`src/rtl/mul_exu.sv`:
```
// mul_exu: iterative shift-add multiplier execution unit with RVS issue and CDB broadcast.
// Define MUL_EXU_RADIX4_EN to retire two multiplier bits per cycle instead of one.
module mul_exu #(
    parameter int TAG_W     = 4,
    parameter int OPC_W     = 4,
    parameter int ROB_PTR_W = 4
) (
    input  logic                 clk,
    input  logic                 rst,
    input  logic                 exu_req,
    output logic                 exu_rdy,
    input  logic [TAG_W-1:0]     exu_tag,
    input  logic [OPC_W-1:0]     exu_opc,
    input  logic [31:0]          exu_src1,
    input  logic [31:0]          exu_src2,
    input  logic [ROB_PTR_W-1:0] exu_inst_id,
    output logic                 cdb_req,
    input  logic                 cdb_gnt,
    output logic [TAG_W-1:0]     cdb_tag,
    output logic [31:0]          cdb_wdata,
    output logic [ROB_PTR_W-1:0] cdb_inst_id
);
    localparam logic [1:0] IDLE = 2'd0;
    localparam logic [1:0] BUSY = 2'd1;
    localparam logic [1:0] DONE = 2'd2;
`ifdef MUL_EXU_RADIX4_EN
    localparam logic [4:0] CNT_END = 5'd15;
`else
    localparam logic [4:0] CNT_END = 5'd31;
`endif
    logic [1:0]           state_q, state_d;
    logic [4:0]           cnt_q, cnt_d;
    logic [63:0]          acc_q, acc_d;
    logic [63:0]          mcd_q, mcd_d;
    logic [31:0]          mplr_q, mplr_d;
    logic                 neg_q, neg_d;
    logic                 hi_q, hi_d;
    logic [TAG_W-1:0]     tag_q, tag_d;
    logic [ROB_PTR_W-1:0] id_q, id_d;
    logic [31:0]          wdata_q, wdata_d;
    logic                 sgn1, sgn2;
    logic [63:0]          step, prod;
    logic                 opc_unused;
    assign opc_unused  = ^exu_opc;
    assign exu_rdy     = (state_q == IDLE);
    assign cdb_req     = (state_q == DONE);
    assign cdb_tag     = tag_q;
    assign cdb_wdata   = wdata_q;
    assign cdb_inst_id = id_q;
    always_comb begin
        state_d = state_q;
        cnt_d   = cnt_q;
        acc_d   = acc_q;
        mcd_d   = mcd_q;
        mplr_d  = mplr_q;
        neg_d   = neg_q;
        hi_d    = hi_q;
        tag_d   = tag_q;
        id_d    = id_q;
        wdata_d = wdata_q;
        sgn1    = (exu_opc[1:0] != 2'd3) && exu_src1[31];
        sgn2    = !exu_opc[1] && exu_src2[31];
`ifdef MUL_EXU_RADIX4_EN
        step    = acc_q + (mplr_q[0] ? mcd_q : 64'd0) + (mplr_q[1] ? {mcd_q[62:0], 1'b0} : 64'd0);
`else
        step    = acc_q + (mplr_q[0] ? mcd_q : 64'd0);
`endif
        prod    = neg_q ? -step : step;
        if (state_q == IDLE && exu_req) begin
            state_d = BUSY;
            cnt_d   = 5'd0;
            acc_d   = 64'd0;
            // magnitude of 0x80000000 is exactly representable as 32-bit unsigned
            mcd_d   = {32'd0, (sgn1 ? -exu_src1 : exu_src1)};
            mplr_d  = sgn2 ? -exu_src2 : exu_src2;
            neg_d   = sgn1 ^ sgn2;
            hi_d    = (exu_opc[1:0] != 2'd0);
            tag_d   = exu_tag;
            id_d    = exu_inst_id;
        end else if (state_q == BUSY) begin
            acc_d = step;
            cnt_d = cnt_q + 5'd1;
`ifdef MUL_EXU_RADIX4_EN
            mcd_d  = {mcd_q[61:0], 2'b00};
            mplr_d = {2'b00, mplr_q[31:2]};
`else
            mcd_d  = {mcd_q[62:0], 1'b0};
            mplr_d = {1'b0, mplr_q[31:1]};
`endif
            if (cnt_q == CNT_END) begin
                state_d = DONE;
                wdata_d = hi_q ? prod[63:32] : prod[31:0];
            end
        end else if (state_q == DONE && cdb_gnt) begin
            state_d = IDLE;
        end
    end
    always_ff @(posedge clk or posedge rst) begin
        if (rst) begin
            state_q <= IDLE;
            cnt_q   <= 5'd0;
            acc_q   <= 64'd0;
            mcd_q   <= 64'd0;
            mplr_q  <= 32'd0;
            neg_q   <= 1'b0;
            hi_q    <= 1'b0;
            tag_q   <= '0;
            id_q    <= '0;
            wdata_q <= 32'd0;
        end else begin
            state_q <= state_d;
            cnt_q   <= cnt_d;
            acc_q   <= acc_d;
            mcd_q   <= mcd_d;
            mplr_q  <= mplr_d;
            neg_q   <= neg_d;
            hi_q    <= hi_d;
            tag_q   <= tag_d;
            id_q    <= id_d;
            wdata_q <= wdata_d;
        end
    end
endmodule

```
`config.mk`:
```
export PLATFORM = sky130hd
export DESIGN_NAME = mul_exu
export DESIGN_NICKNAME = d
export VERILOG_FILES = /design/src/rtl/mul_exu.sv
export SDC_FILE = /design/constraint.sdc
export NUM_CORES = 1
export LEC_CHECK = 0
export CAP_MARGIN = 20
export CORE_MARGIN = 5
export CORE_UTILIZATION = 55
export DETAILED_ROUTE_END_ITERATION = 6
export MAX_ROUTING_LAYER = met4
export PLACE_DENSITY = 0.75
export SLEW_MARGIN = 20
export SYNTH_ARGS = -nofsm -noshare
export SYNTH_HDL_FRONTEND = slang
export SYNTH_SLANG_ARGS = --single-unit
```
`constraint.sdc`:
```
create_clock -name clk -period 13.6 [get_ports clk]
set_clock_uncertainty 0.2 [all_clocks]
set_input_delay 4.08 -clock clk [delete_from_list [all_inputs] [get_ports clk]]
set_output_delay 4.08 -clock clk [all_outputs]
set_load 0.1 [all_outputs]
```
==> summary.txt, run 1 <==
Outcome
  • Status: complete, no violations

Logic synthesis
  • Post-synth top area cell: dfrtp_1
  • Synth Instances: 2099
  • Cell with the most instances after synthesis: nand2_1
  • Syn. warnings: 0
  • Area share of the largest cell type after synthesis: between 30% and 40%
  • Syn_area_per_cell: approximately 7.9 um^2
  • Synth area leaders: dfrtp_1 31%, nand2_1 6.6%, o21ai_0 5.8%
  • Syn_nets: 2248
  • Sequential area share after synthesis: around a third
  • Ys flop type: dfrtp_1
  • Synth Cell Area: around 17000 um^2
  • Commonest cells post-synth: 291 x nand2_1, 209 x dfrtp_1, 194 x o21ai_0
  • Post-synth EDFFs: 0
  • Synth Register Bits: about 210
  • Post-synthesis cell type count: between 100 and 150
  • Fraction of registers with async set/reset: 100%

Placed design
  • Post-DP HPWL: approximately 43000 um
  • Final RePlAce weighted congestion: 1.01
  • PortBufs: approximately 120
  • Setup WS pre-CTS: between 6 and 7 ns

Finish
  • Share of cells above drive strength 1: under 10%
  • # diodes: 0
  • Utilization after layout: a little over three fifths
  • Area growth from synthesis to layout: 12.9%
  • NumNets Final: between 2k and 2.5k

STA
  • Final worst path period need: 7.02 ns
  • Final-report hold violation count: 0
  • Final period util: a little over 50%
  • Pins Over Slew Limit: 0
  • Top achievable clock speed: approximately 140 MHz
  • Setup_tns: 0 ns
  • Slew HR: between 20% and 30%
  • RSZ-0062 raised after global routing: false
  • Worst-Margin Slew: between 1 and 1.5 ns
  • Worst Setup Slack, final: around 6.6 ns
  • WHS: 0.269 ns
  • Setup violators final: 0

Route
  • Via count: roughly 17k
  • Avg WL per Cell: roughly 22 um
  • DR DRC count: 0
  • Drt pass-1 iters: 6
  • Post-route ant nets: 0
  • DR vias/cell: around 6.5
  • Initial DRC Count: between 1.5k and 2k
  • Total wire length: 55800 um

Clock network
  • Htree depth: 1
  • CTS tree: done
  • # hold bufs at CTS: 0
  • Clk_lat worst skew: between 0.5 and 0.6 ns
  • Clk slew on worst S/H paths: ~0.06 ns
  • CTS Buf Count: 25
  • Post-CTS setup buffer count: 0
  • PostCTS Resize Cnt: 0
  • Root Buffer: clkbuf_16
  • Clk buf depth: 3
  • CTS Sinks: 209

Pwr
  • Gate power share: 5.2%
  • Power Dens Cells: between 70 and 80 nW/um^2
  • Switching power: a little over 300 uW
  • Internal: around 1.1 mW
  • Switch share: 22.7%
  • Leakage: between 8 and 9 nW
  • Max VDD drop: 0.0804 mV
  • Sequential share of power: approximately 46%
  • Clk pwr share: 49.2%

Worst hold path
  • Hold depth: 2
  • HP Class: reg -> reg
  • Hold_sp: cdb_inst_id[2]$_DFFE_PP0P_
  • Worst Hold End: cdb_inst_id[2]$_DFFE_PP0P_

Critical path
  • Setup crit end kind: register
  • Maximum fanout along the worst path: 5
  • Data arrival, critical path: about 7.2 ns
  • Worst reg2reg endpoint: cdb_wdata[10]$_DFFE_PP0P_
  • WS Path Type: in -> reg
  • Required time of the critical path: 13.79 ns
  • Worst R2R Setup Slack: 7.18 ns
  • CP Launch Type: primary input
  • R2R cell count: 14
  • R2r startpoint: mplr_q[0]$_DFFE_PP0N_

Floorplanning
  • Total core area: ~30000 um^2
  • Die area: between 30000 and 40000 um^2
  • Rows: between 60 and 70
  • Die height: approximately 180 um
  • Initial core utilization: a little under three fifths
  • Die width: 184 um
  • I/O Pins: between 100 and 150

Global route
  • Total grt overflow: 0
  • Global-route wire length before repair: roughly 89000 um
  • Via count of the first global-routing pass: around 16k
  • Antenna violations before repair: 0
  • Total GRT Usage: about a third
  • Largest net degree at the start of global routing: 83

Flow run
  • MaxCap Viol Count: 0
critical path: stages:
cell,delay (ns)
clkdlybuf4s50_1,0.50
or4_1,0.57
nor4_1,0.38
nand2b_1,0.16
nor3_1,0.21
nand2b_1,0.11
or3_1,0.33
or2_2,0.30
o41ai_1,0.31
xor2_1,0.19
o21ai_1,0.07
logic make-up (layout without fill, tap and decap cells):
kind of cell | count (synthesis) | in the layout | synth area share [%]
multiplexers | 15 | 15 | 0.910
flip-flops | 209 | 209 | 31.5
XOR/XNOR | 105 | 105 | 5.53
AO/OA/AOI/OAI | 678 | 678 | 27.0
AND/OR/NAND/NOR | 866 | 866 | 26.2
buffers and inverters | 157 | 211 | 3.75
adder cells (fa/ha/maj) | 69 | 69 | 5.24
worst max path at each step:
stage | startpoint | slack (ns) | endpoint
after floorplan | rst | 3.61 | acc_q[0]$_DFFE_PP0N_
after global placement | exu_src1[3] | 6.06 | mcd_q[29]$_DFFE_PP0N_
after detailed placement | exu_src1[3] | 6.04 | mcd_q[29]$_DFFE_PP0N_
after CTS | exu_src1[3] | 6.58 | mcd_q[29]$_DFFE_PP0N_
after global routing | exu_src1[3] | 6.32 | mcd_q[29]$_DFFE_PP0N_
final | exu_src1[13] | 6.58 | mcd_q[29]$_DFFE_PP0N_
per-layer routing:
metal,track usage [%],share of wire (%),wire (um)
met1,45.1,44,24500
met5,-,0,0
met3,5.26,7.0,3910
met2,52.8,46,25700
met4,9.38,3.1,1740
layout make-up:
type / instances / area (um^2)
Clock inverter: 8 / 98.8
Multi-Input combinational cell: 1733 / 10800
Fill cell: 2612 / 11000
Inverter: 32 / 128
Sequential cell: 209 / 5230
Clock buffer: 37 / 711
Timing Repair Buffer: 134 / 1300
Tap cell: 390 / 488
cell usage in the layout, fill, tap and decap left out, drive strengths merged, types with 10 or more instances in the layout:
| master | count |
|---|---|
| a211oi | 23 |
| clkbuf | 37 |
| o211ai | 22 |
| dfrtp | 209 |
| nand2b | 15 |
| clkdlybuf4s50 | 119 |
| nor2 | 133 |
| xnor2 | 43 |
| a22oi | 67 |
| nand3 | 118 |
| buf | 15 |
| nor4 | 22 |
| o21ai | 217 |
| a31oi | 19 |
| o221ai | 10 |
| o41ai | 13 |
| and3 | 18 |
| and2 | 93 |
| a22o | 16 |
| o31ai | 32 |
| mux2i | 14 |
| or3 | 31 |
| a21oi | 129 |
| nor3 | 44 |
| a21o | 33 |
| or2 | 16 |
| inv | 32 |
| ha | 68 |
| xor2 | 62 |
| nand2 | 291 |
| nand4 | 41 |
| or4 | 10 |
through the flow:
step | cells | power (mW) | instance area [um^2]
floorplan | 2099 | 0.667 | 16600
global placement | 2498 | 0.704 | 18000
detailed placement | 2498 | 0.705 | 18000
CTS | 2543 | 1.37 | 18800
global route | 2543 | 1.41 | 18800
finish | 2543 | 1.36 | 18800
flip-flops by register name, indices dropped and copies added (netlist names):
name         flops
acc_q           64
cdb_inst_id      4
cdb_tag          4
cdb_wdata       32
cnt_q            5
hi_q             1
mcd_q           64
mplr_q          32
neg_q            1
state_q          2
power groups by stage:
stage	logic (mW)	clock network, mW	registers (mW)
global placement	0.0707	0	0.633
floorplan	0.0332	0	0.633
CTS	0.0723	0.678	0.622
global route	0.0793	0.707	0.622
detailed placement	0.0721	0	0.633
finish	0.0713	0.671	0.622
Power figures use the tool's default switching activity.
==> run 2: changes to the inputs <==
Clock period 13.6 ns to 6.5 ns, I/O delays scaled along.
==> summary.txt, run 2 (synthesized netlist as in run 1, its figures left out) <==
Flow run
  • MaxCap Viol Count: 0

Route
  • Avg WL per Cell: 21.4 um
  • DR DRC count: 0
  • Initial DRC Count: ~1.9k
  • Post-route ant nets: 0
  • Drt pass-1 iters: 6
  • Via count: around 17k
  • DR vias/cell: approximately 6.6
  • Total wire length: between 50000 and 60000 um

Floorplanning
  • Die width: 184 um
  • I/O Pins: between 100 and 150
  • Total core area: 29700 um^2
  • Die height: about 180 um
  • Initial core utilization: between 50 and 60%
  • Rows: 63
  • Die area: ~34000 um^2

Placed design
  • Placed inst area: 18100 um^2
  • Post-DP HPWL: 41300 um
  • PortBufs: about 120
  • Final RePlAce weighted congestion: approximately 1.0

STA
  • Setup_tns: 0 ns
  • Setup violators final: 0
  • Pins Over Slew Limit: 0
  • Top achievable clock speed: between 150 and 200 MHz
  • RSZ-0062 raised after global routing: false
  • Final period util: 90.1%
  • Slew HR: between 20 and 30%
  • Final-report hold violation count: 0
  • Final worst path period need: roughly 5.9 ns
  • Worst-Margin Slew: ~1.1 ns

Clock network
  • Post-CTS setup buffer count: 0
  • CTS Sinks: between 200 and 250
  • PostCTS Resize Cnt: 0
  • # hold bufs at CTS: 0
  • Clk slew on worst S/H paths: around 0.060 ns
  • Htree depth: 1
  • Clk_lat worst skew: between 0.5 and 0.6 ns
  • CTS tree: done
  • CTS Buf Count: 26
  • Clk buf depth: 3
  • Root Buffer: clkbuf_16

Finish
  • # diodes: 0
  • Share of cells above drive strength 1: 6.02%
  • NumNets Final: roughly 2.3k
  • Register area: between 5000 and 6000 um^2
  • Leading cell types in the layout, fill and taps excluded: 289 x nand2_1, 208 x dfrtp_1, 194 x o21ai_0
  • Area of the multi-input gates: between 10000 and 15000 um^2
  • Utilization after layout: between 60% and 70%
  • Top Registers: acc_q x64, mcd_q x64
  • Area growth from synthesis to layout: 14.8%
  • Commonest non-fill, non-tap cell in the layout: nand2_1
  • Layout fillers: approximately 2.6k
  • Fin area: approximately 19000 um^2

Pwr
  • Tot Pwr: between 3 and 4 mW
  • Leakage: 8.45 nW
  • Max VDD drop: ~0.21 mV
  • Power Dens Cells: 161 nW/um^2

Global route
  • Total grt overflow: 0
  • Total GRT Usage: between 30 and 40%
  • Largest net degree at the start of global routing: approximately 130
  • Global-route wire length before repair: roughly 87000 um
  • Via count of the first global-routing pass: 15.9k
  • Antenna violations before repair: 0

Critical path
  • Setup crit end kind: register
  • Data arrival, critical path: around 6.1 ns
  • CP Launch Type: register
  • WS Path Type: reg -> reg
  • Maximum fanout along the worst path: 28
  • Required time of the critical path: between 6 and 7 ns

Outcome
  • Status: complete, no violations

Worst hold path
  • HP Class: reg -> reg
[run 2: changes by cell type in the layout (fill, tap and decap cells not counted), moves of 2 or more]
cell	change
buf_4	+19
clkbuf_1	-5
bufinv_16	+4
buf_12	+2
clkbuf_16	+2
clkinvlp_4	+2
[run 2: through the flow]
step	hold slack [ns]	std cells	setup WS [ns]
4_1_cts	0.276	2566	0.762
2_1_floorplan	0.247	2099	1.64
3_5_place_dp	0.262	2519	0.818
5_1_grt	0.299	2566	0.297
6_report	0.275	2566	0.645
3_3_place_gp	0.259	2519	0.859
[run 2: critical path, cell delays in order (launching register included)]
cell and delay (ns):
dfrtp_1 0.65, buf_4 0.34, and2_1 0.17, ha_1 0.33, a21o_1 0.24, o21bai_1 0.24, a21o_1 0.23, a2111oi_0 0.63
a221oi_1 0.41, a221oi_2 0.55, and2_1 0.25, nand2_1 0.32, o41ai_1 0.45, xnor2_1 0.11, a211oi_1 0.47, a21o_1 0.14
[run 2: power by group]
part | switching, mW | internal [mW] | total (mW) | leakage (nW)
combinational | 0.0809 | 0.0719 | 0.153 | 5.54
sequential | 0 | 1.30 | 1.30 | 2.45
clock | 0.592 | 1.03 | 1.62 | 0.463
total | 0.673 | 2.40 | 3.07 | 8.45
[run 2: layer usage]
metal / share of wire, % / up-vias / global-route usage (%)
met5: 0 / - / -
met4: 3.1 / 0 / 9.02
met3: 7.9 / 123 / 4.59
met2: 45 / 761 / 50.4
met1: 44 / 8088 / 45.3
li1: - / 7891 / -
[run 2: final cells by class]
class | count | share of cell area, %
Multi-Input combinational cell | 1733 | 56.6
Sequential cell | 209 | 27.4
Clock buffer | 33 | 3.81
Inverter | 32 | 0.649
Clock inverter | 14 | 1.21
Tap cell | 390 | 2.56
Timing Repair Buffer | 155 | 7.78
[run 2: path summary, 6_finish.rpt]
check                                                 from                          to  slack [ns]  depth (start not counted)
worst max-delay path                 mplr_q[0]$_DFFE_PP0N_   cdb_wdata[16]$_DFFE_PP0P_        0.65                         15
worst min-delay path            cdb_inst_id[0]$_DFFE_PP0P_  cdb_inst_id[0]$_DFFE_PP0P_        0.27                          2
worst max register to register       mplr_q[0]$_DFFE_PP0N_   cdb_wdata[16]$_DFFE_PP0P_        0.65                         15
worst min register to register  cdb_inst_id[0]$_DFFE_PP0P_  cdb_inst_id[0]$_DFFE_PP0P_        0.27                          2
max in group asynchronous                              rst       acc_q[50]$_DFFE_PP0N_        3.47                          3
min in group asynchronous                              rst       mcd_q[14]$_DFFE_PP0N_        1.57                          2
